[config.mk]
export PLATFORM = sky130hd
export DESIGN_NAME = dif_scheduler
export DESIGN_NICKNAME = d
export VERILOG_FILES = /design/src/rtl/dif_scheduler.sv
export SDC_FILE = /design/constraint.sdc
export NUM_CORES = 1
export LEC_CHECK = 0
export ABC_AREA = 1
export CAP_MARGIN = 20
export CORE_MARGIN = 2
export CORE_UTILIZATION = 44
export CTS_CLUSTER_SIZE = 40
export DETAILED_ROUTE_END_ITERATION = 12
export PLACE_DENSITY = 0.73
export SYNTH_ARGS = -nofsm -noshare
export SYNTH_HDL_FRONTEND = slang
export SYNTH_SLANG_ARGS = --single-unit
[constraint.sdc]
create_clock -name clk -period 1.6 [get_ports clk]
set_clock_uncertainty 0.05 [all_clocks]
set_input_delay 0.4 -clock clk [delete_from_list [all_inputs] [get_ports clk]]
set_output_delay 0.4 -clock clk [all_outputs]
set_load 0.1 [all_outputs]
[src/rtl/dif_scheduler.sv]
// Sample/differentiate/evaluate sequencer for the third-order differentiator path.
// Optional event debounce is enabled by defining DIF_DEBOUNCE_EN.
module dif_scheduler #(
  parameter int SAMPLE_DIV = 1000,
  parameter int TIMEOUT    = 16,
  parameter int WARMUP     = 3,
  parameter int DEBOUNCE_N = 4
) (
  input  logic        clk,
  input  logic        rst_n,
  input  logic        run,
  input  logic [12:0] thresh,
  output logic        sample_req,
  input  logic        adc_valid,
  input  logic [11:0] adc_data,
  output logic        en_third_dif,
  output logic [11:0] current_data,
  input  logic [12:0] third_dif_data,
  input  logic        third_dif_finish,
  output logic [12:0] abs_dif,
  output logic        dif_valid,
  output logic        event_flag,
  output logic        timeout_err,
  output logic        busy
);

  localparam int CW = $clog2(SAMPLE_DIV);
  localparam int TW = $clog2(TIMEOUT + 1);
  localparam int WW = (WARMUP > 0) ? $clog2(WARMUP + 1) : 1;
  localparam logic [CW-1:0] CNT_LAST  = CW'(SAMPLE_DIV - 1);
  localparam logic [TW-1:0] WAIT_LAST = TW'(TIMEOUT - 1);
  localparam logic [WW-1:0] WARM_INIT = WW'(WARMUP);

  if (SAMPLE_DIV < 8 || TIMEOUT < 1 || DEBOUNCE_N < 1) begin : g_cfg_check
    $error("dif_scheduler: invalid parameter set");
  end

  typedef enum logic [2:0] {
    S_IDLE, S_PERIOD, S_WAIT_ADC, S_ISSUE, S_WAIT_DONE, S_EVAL
  } state_t;

  state_t      state_q, state_d;
  logic [CW-1:0] cnt_q, cnt_d;
  logic [TW-1:0] wcnt_q, wcnt_d;
  logic [WW-1:0] warm_q, warm_d;
  logic [11:0] cur_q, cur_d;
  logic [12:0] abs_q, abs_d;
  logic        err_q, err_d;
  logic [12:0] abs_in;
  logic        over;
  logic        wait_expired;

`ifdef DIF_DEBOUNCE_EN
  localparam int DW = $clog2(DEBOUNCE_N + 1);
  localparam logic [DW-1:0] DEB_MAX = DW'(DEBOUNCE_N);
  localparam logic [DW-1:0] DEB_PRE = DW'(DEBOUNCE_N - 1);
  logic [DW-1:0] deb_q, deb_d;
`endif

  always_ff @(posedge clk) begin
    if (!rst_n) begin
      state_q <= S_IDLE;
      cnt_q   <= '0;
      wcnt_q  <= '0;
      warm_q  <= '0;
      cur_q   <= '0;
      abs_q   <= '0;
      err_q   <= 1'b0;
`ifdef DIF_DEBOUNCE_EN
      deb_q   <= '0;
`endif
    end else begin
      state_q <= state_d;
      cnt_q   <= cnt_d;
      wcnt_q  <= wcnt_d;
      warm_q  <= warm_d;
      cur_q   <= cur_d;
      abs_q   <= abs_d;
      err_q   <= err_d;
`ifdef DIF_DEBOUNCE_EN
      deb_q   <= deb_d;
`endif
    end
  end

  // Two's-complement magnitude; -4096 wraps to 13'h1000 which reads as 4096 unsigned.
  assign abs_in       = third_dif_data[12] ? (~third_dif_data + 13'd1) : third_dif_data;
  assign over         = abs_q > thresh;
  assign wait_expired = (wcnt_q == WAIT_LAST);

  always_comb begin
    state_d      = state_q;
    cnt_d        = (state_q == S_IDLE || cnt_q == CNT_LAST) ? '0 : cnt_q + 1'b1;
    wcnt_d       = wcnt_q;
    warm_d       = warm_q;
    cur_d        = cur_q;
    abs_d        = abs_q;
    err_d        = err_q;
    sample_req   = 1'b0;
    en_third_dif = 1'b0;
    dif_valid    = 1'b0;
    event_flag   = 1'b0;
`ifdef DIF_DEBOUNCE_EN
    deb_d        = deb_q;
`endif

    case (state_q)
      S_IDLE: begin
        if (run) begin
          state_d = S_PERIOD;
          warm_d  = WARM_INIT;
          err_d   = 1'b0;
`ifdef DIF_DEBOUNCE_EN
          deb_d   = '0;
`endif
        end
      end
      S_PERIOD: begin
        if (!run) begin
          state_d = S_IDLE;
        end else if (cnt_q == CNT_LAST) begin
          sample_req = 1'b1;
          wcnt_d     = '0;
          state_d    = S_WAIT_ADC;
        end
      end
      S_WAIT_ADC: begin
        if (adc_valid) begin
          cur_d   = adc_data;
          state_d = S_ISSUE;
        end else if (wait_expired) begin
          err_d   = 1'b1;
          state_d = S_PERIOD;
        end else begin
          wcnt_d  = wcnt_q + 1'b1;
        end
      end
      S_ISSUE: begin
        en_third_dif = 1'b1;
        wcnt_d       = '0;
        state_d      = S_WAIT_DONE;
      end
      S_WAIT_DONE: begin
        if (third_dif_finish) begin
          abs_d   = abs_in;
          state_d = S_EVAL;
        end else if (wait_expired) begin
          err_d   = 1'b1;
          state_d = S_PERIOD;
        end else begin
          wcnt_d  = wcnt_q + 1'b1;
        end
      end
      S_EVAL: begin
        // Run is only honoured here and in PERIOD so the differentiator never sees a torn sample.
        state_d = run ? S_PERIOD : S_IDLE;
        if (warm_q != '0) begin
          warm_d = warm_q - 1'b1;
        end else begin
          dif_valid = 1'b1;
`ifdef DIF_DEBOUNCE_EN
          if (over) begin
            if (deb_q != DEB_MAX) deb_d = deb_q + 1'b1;
            event_flag = (deb_q == DEB_PRE);
          end else begin
            deb_d = '0;
          end
`else
          event_flag = over;
`endif
        end
      end
      default: state_d = S_IDLE;
    endcase
  end

  assign current_data = cur_q;
  assign abs_dif      = abs_q;
  assign timeout_err  = err_q;
  assign busy         = (state_q != S_IDLE);

endmodule

==> out/metrics.csv <==
metric,value,unit
result_of_the_run,finished with violations,
violations,setup timing,
net-switching-power,1040,µW
nNetsFinal,610,
synth.lib_cells_used.distinct,36,
detail_route.first_pass.iterations,6,
cts.sink_count,46,
floorplan.rows,28,
seq_power_share,40.4,%
max_slew.worst_pin.slew,0.480,ns
floorplan.core_area,5890,µm²
die_height,82.0,µm
place_inst,594,
layoutNonFillerInstCount,625,
clock_tree.root_cell,sky130_fd_sc_hd__clkbuf_8,
clock_tree.htree_level_count,2,
per_cell_via_count_in_the_routed_design,5.49,
ir_worst_vdd,0.521,mV
grt_pass1_wl,14300,µm
synth_most_common_cell,sky130_fd_sc_hd__nor2_1,
post_drt_wl_per_cell,17.4,µm
hold_buffers,0,
route.final.wire_length,10900,µm
cts-buffers-inserted,5,
track_usage,27.6,%
drtAntennaViolNets,0,
critPathKind,flop to primary output,
setup.worst_path.end_class,primary output,
final-setup-viol-count,20,
drc_errors,0,
yosysWarningCount,0,
area_delta_synth_final,91.6,%
drv.max_cap_violation_count,0,
power.combinational.fraction,35.0,%
synth.cells.most_frequent,"sky130_fd_sc_hd__nor2_1, sky130_fd_sc_hd__nand2_1, sky130_fd_sc_hd__inv_1",
io_pins,74,
die_w,82.0,µm
fin_worst_hold_slack,0.412,ns
finalHoldViolCount,0,
number_of_enable_type_register_cells_in_the_synthesized_netlist,0,
via_count_of_the_first_global_routing_pass,3129,
worst_ep_arrival_time,1.85,ns
final_critical_path_setup_slack,-0.700,ns
holdCritPathClass,input pin to flop,
critPathMaxFanout,2,
power_leakage,0.00216,µW
overflow,0,
layout_min_cycle_time,2.30,ns
drive_above_1_share,44.9,%
cts_tree,built,
post_synth_inst_count,390,
grt_setup_unrepaired,true,
dieArea,6730,µm²
p_per_area,585,nW/µm²
postSynth.topFlopCell,sky130_fd_sc_hd__dfxtp_1,
synth_fp_nets,451,
regToRegSetupSlack,-0.23,ns
clk-insertion-delay-late,0.32,ns
sw_frac_of_total,34.6,%
numPortBuffers,73,
critical_path.startpoint_type,flop,
internal-power,1960,µW
report.final.slew_viol_count,0,
synth.yosys.seq_area_share,34.4,%
synthTopCellsByArea,"sky130_fd_sc_hd__dfxtp_1, sky130_fd_sc_hd__nor2_1, sky130_fd_sc_hd__nand2_1, sky130_fd_sc_hd__ha_1, sky130_fd_sc_hd__inv_1",
synth.ff_latch_count,46,
synth_top_area_cell,sky130_fd_sc_hd__dfxtp_1,
synth.avg_cell_area,6.87,µm²
clock_transition_at_the_registers_of_the_reported_paths,0.08,ns
detailedRoute.firstIterationViolations,220,
power.share.clock,24.5,%
globalplace.congestion,0.894,
clk_path_buf_depth,2,
timing.final.crit_share,144,%
post-dp-hpwl,6290,µm
vias,3431,
asyncSetResetFlopFracSynth,0,%
antenna_cells_inserted,0,
yosysTopAreaCellShare,34.4,%
antenna_found_initial,0,
required,1.15,ns
initial_utilization,45.5,%
grt_start_max_net_pins,15,
fmaxAchievable,0.435,GHz
slew-limit-headroom,67.8,%
post_synth_instance_area,2680,µm²
[worst max-delay path, stage by stage, from the launching register on]
cell	delay (ns)
sky130_fd_sc_hd__dfxtp_4	0.36
sky130_fd_sc_hd__ha_4	0.27
sky130_fd_sc_hd__nand2_1	0.09
sky130_fd_sc_hd__inv_2	0.10
sky130_fd_sc_hd__o21ai_1	0.08
sky130_fd_sc_hd__a21oi_1	0.21
sky130_fd_sc_hd__nor2_2	0.09
sky130_fd_sc_hd__a21oi_4	0.17
sky130_fd_sc_hd__buf_12	0.19
[worst paths after layout]
| check | start | to | cells past startpoint |
|---|---|---|---|
| max | abs_dif[8] | event_flag | 8 |
| min | third_dif_data[1] | abs_dif[1] | 3 |
| max reg2reg | state_q[0] | warm_q[0] | 8 |
| min reg2reg | wcnt_q[4] | wcnt_q[4] | 2 |
[cell families (layout without fill, tap and decap cells)]
| kind of cell | after synthesis | in the layout | synth area share [%] |
|---|---|---|---|
| simple gates | 191 | 191 | 32.1 |
| compound gates | 65 | 65 | 12.9 |
| buf+inv | 61 | 221 | 9.21 |
| flops | 46 | 46 | 34.4 |
| fa+ha+maj | 18 | 18 | 8.41 |
| xor+xnor | 9 | 9 | 2.94 |
[power groups by stage]
stage	Sequential [µW]	Combinational, µW	Clock (µW)
global placement	1230	747	0
finish	1210	1050	737
detailed placement	1230	773	0
CTS	1210	830	739
floorplan	1290	357	0
global route	1220	1120	771
[per-layer routing]
layer	share of wire [%]	track usage, %	vias up	routed length, µm
met4	4.7	11.8	0	506
met2	51	51.1	197	5550
met3	6.6	4.07	62	722
met1	38	31.1	1588	4100
li1	-	-	1584	-
met5	0	0	-	0
[stage by stage]
stage	worst slack, ns	setup TNS, ns	power, µW	instance area (µm²)	utilization (%)
6_report	-0.700	-2.67	3000	5130	87.2
5_1_grt	-0.762	-4.02	3100	5130	87.2
4_1_cts	-0.560	-1.90	2780	4730	80.4
3_5_place_dp	-0.946	-5.69	2000	4430	75.3
3_3_place_gp	-0.910	-4.76	1970	4430	75.3
2_1_floorplan	-0.525	-1.12	1650	2840	-
[state kept, by name (all words and copies together) (netlist names)]
signal / count
cnt_q: 10
state_q: 3
wcnt_q: 5
warm_q: 2
current_data: 12
timeout_err: 1
abs_dif: 13
[repair_timing]
item	CTS	global route
gates cloned	0	1
pin swaps	24	37
setup endpoints to repair	12	27
resized for setup	58	85
setup buffers	10	20
[area by class of cell]
cell class	count	area [µm²]
sequential	46	986
clock inverter	1	6.26
multi-input combinational	283	1950
tap	75	93.8
clock buffer	7	76.3
timing repair buffer	160	1800
fill	300	756
inverter	53	218
[placed cells by master (no fill, tap or decap), drive strengths merged, types with 2 or more instances in the layout]
cell | Yosys | layout
xor2 | 7 | 7
o21ai | 33 | 33
o21a | 3 | 3
nand4 | 7 | 7
dfxtp | 46 | 46
dlygate4sd2 | 0 | 13
xnor2 | 2 | 2
a31oi | 3 | 3
clkbuf | 4 | 8
inv | 52 | 53
clkdlybuf4s50 | 0 | 28
or2 | 3 | 3
ha | 18 | 18
buf | 4 | 117
nand2 | 69 | 69
nor3 | 8 | 8
a21oi | 22 | 22
nand3 | 28 | 28
nor2 | 73 | 73
o21bai | 3 | 3
Power figures use the tool's default switching activity.
==> RTL change, RTL diff (same settings) <==
Add a define of `DIF_DEBOUNCE_EN`.
--- a/src/rtl/dif_scheduler.sv
+++ b/src/rtl/dif_scheduler.sv
@@ -1,5 +1,7 @@
 // Sample/differentiate/evaluate sequencer for the third-order differentiator path.
 // Optional event debounce is enabled by defining DIF_DEBOUNCE_EN.
+`define DIF_DEBOUNCE_EN
+
 module dif_scheduler #(
   parameter int SAMPLE_DIV = 1000,
   parameter int TIMEOUT    = 16,
Formal check against the unedited RTL: same outputs for any inputs over 10 cycles, from zero or initial values and one cycle with rst_n low; that may be too few to reach the edited logic, so the function may still have changed.
==> RTL change against the original RTL <==
The run still ends with setup timing left; combinational power increased by 9.5%; via count increased by 8.2%; count of clock-buffer cells in the layout unchanged; sequential cell count increased by 3; sequential share of layout area decreased by 0.40 points; wire length increased by 19%; worst hold slack improved by 49 ps; worst setup slack got worse by 31 ps; final cell count increased by 3.8%; power increased by 9.6%; design area increased by 8.5%; area after synthesis increased by 4.4%; synthesized cell count increased by 2.8%; global-route usage decreased by 0.84 points; critical path type unchanged; highest routed layer unchanged.
==> RTL change: results (changes against the original RTL) <==
| Metric | Value |
|---|---|
| Result of the run | finished with violations |
| Violations in the final reports | setup timing |
| Placed wire-length estimate after detailed placement | 6330 µm (+0.58%) |
| Register clock-pin slew on the reported worst setup and hold paths | 100 ps (+20 ps) |
| Post-synthesis instance total | 401 (+2.8%) |
| # setup viols final | 23 (+15%) |
| Placed standard-cell area | 4660 µm² (+5.1%) |
| Global-route wire length before repair | 15200 µm (+6.8%) |
| Setup total negative slack | -3650 ps (-975 ps) |
| Aggregate global-route resource usage | 26.8% (-0.84 points) |
| Number of DRC markers after the initial detailed-route iteration | 325 (+48%) |
| Number of nets produced by synthesis | 465 (+3.1%) |
| Part of the Yosys area used for sequential elements | 35.1% (+0.69 points) |
| Number of global-route vias before repair | 3364 (+7.5%) |
| Signal arrival time at the worst endpoint | 1880 ps (+30 ps) |
| IO Port Bufs | 73 (unchanged) |
| Top cells by count, synth | nand2_1 (81), inv_1 (68), dfxtp_1 (49), a21oi_1 (38), nor2_1 (36) |
| Static power due to leakage | 0.00244 µW (+13%) |
| Remaining max-slew budget at the tightest pin | 71.0% (+3.2 points) |
| Routed wire length | 13000 µm (+19%) |
| Maximum level of the CTS H-tree | 2 (unchanged) |
| Library cells used by synthesis | 38 (+5.6%) |
| Placement-stage worst setup slack | -934 ps (+11.2 ps) |
| Maximum resistive drop on vdd | 823 µV (+58%) |
| Cell Count Post-Placement | 612 (+3.0%) |
| Fraction of final layout cells with drive strength greater than 1 | 50.7% (+5.8 points) |
| Least setup slack across all paths after layout | -731 ps (-31.2 ps) |
| Placer's final routability congestion estimate | 0.865 (-3.2%) |
| Min-Delay Path Class | register to register |
| Number of fill cells | 279 (-7.0%) |
| Routed wire length per instance | 20.0 µm (+15%) |
| Number of nets in the finished design | 635 (+4.1%) |
| DR pass1 iterations | 5 (-1) |
| Vias/cell | 5.72 (+4.2%) |
| Top cells by area, synth | dfxtp_1 (35%), nand2_1 (11%), ha_1 (9.4%) |
[RTL change: cell types whose count changed after synthesis, sizes merged, moves of 3 or more]
cell / change
a21oi: +18
nor2: -33
nand2: +16
nand4: -3
ha: +3
inv: +17
o21ai: -14
nor3: +5
dfxtp: +3
nand3: -5
[RTL change: stage by stage]
step / power (µW) / hold slack, ps / utilization, %
floorplan: 1730 / 370 / -
global placement: 2070 / 413 / 74.6
detailed placement: 2100 / 425 / 74.6
CTS: 3020 / 441 / 82.1
global route: 3390 / 474 / 89.2
finish: 3290 / 462 / 89.2
[RTL change: power by group]
group / total (µW) / internal (µW) / leakage (µW) / switching [µW]
Clock: 841 / 392 / 0.0000542 / 449
Combinational: 1150 / 520 / 0.00198 / 633
Sequential: 1300 / 1250 / 0.000411 / 48.6
[RTL change: worst paths after layout]
path / from / endpoint / slack, ps / depth (start not counted)
setup / recovery: abs_dif[2]$_SDFFE_PN0P_ / event_flag / -730 / 10
hold / removal: current_data[5]$_SDFFE_PN0P_ / current_data[5]$_SDFFE_PN0P_ / 460 / 2
setup reg to reg: abs_dif[2]$_SDFFE_PN0P_ / deb_q[0]$_SDFFE_PN0P_ / -350 / 13
hold reg to reg: current_data[5]$_SDFFE_PN0P_ / current_data[5]$_SDFFE_PN0P_ / 460 / 2
[RTL change: routing by layer]
layer / share of wire (%) / GRT usage (%) / up-vias / wire length, µm
met5: 0 / 0 / - / 0
met4: 6.7 / 9.53 / 0 / 870
met3: 6.6 / 5.24 / 90 / 861
met2: 52 / 49.3 / 252 / 6700
met1: 35 / 30.5 / 1734 / 4570
li1: - / - / 1637 / -
[RTL change: cell families after synthesis]
logic type | synth area share, %
buffers and inverters | 10.5
AOI/OAI and AO/OA | 14.6
DFF | 35.1
xor gates and xnor gates | 3.40
adders and majority gates | 9.40
and+or+nand+nor | 27.0
[RTL change: worst max-delay path: stages (launching register included)]
cell and delay (ps):
dfxtp_4 370, ha_4 270, nand2_2 70, inv_2 90, nand3_2 90, nand3_2 90, nand2_2 80, nand2_2 80
nand3_2 100, nor2_4 130, buf_12 180
[RTL change: timing repair]
item | in CTS | in global routing
gates resized for setup | 93 | 86
pin swaps | 39 | 44
buffers inserted | 18 | 19
endpoints found under the setup margin | 22 | 42
[RTL change: final cells by class]
class / count / area (µm²) / area share, %
repair buffers: 171 / 1850 / 33.2
clock inverters: 1 / 5.00 / 0.0899
well taps: 77 / 96.3 / 1.73
flip-flops and latches: 49 / 1050 / 18.8
clock buffers: 7 / 96.3 / 1.73
inverters: 69 / 267 / 4.79
multi-input cells: 275 / 2200 / 39.6
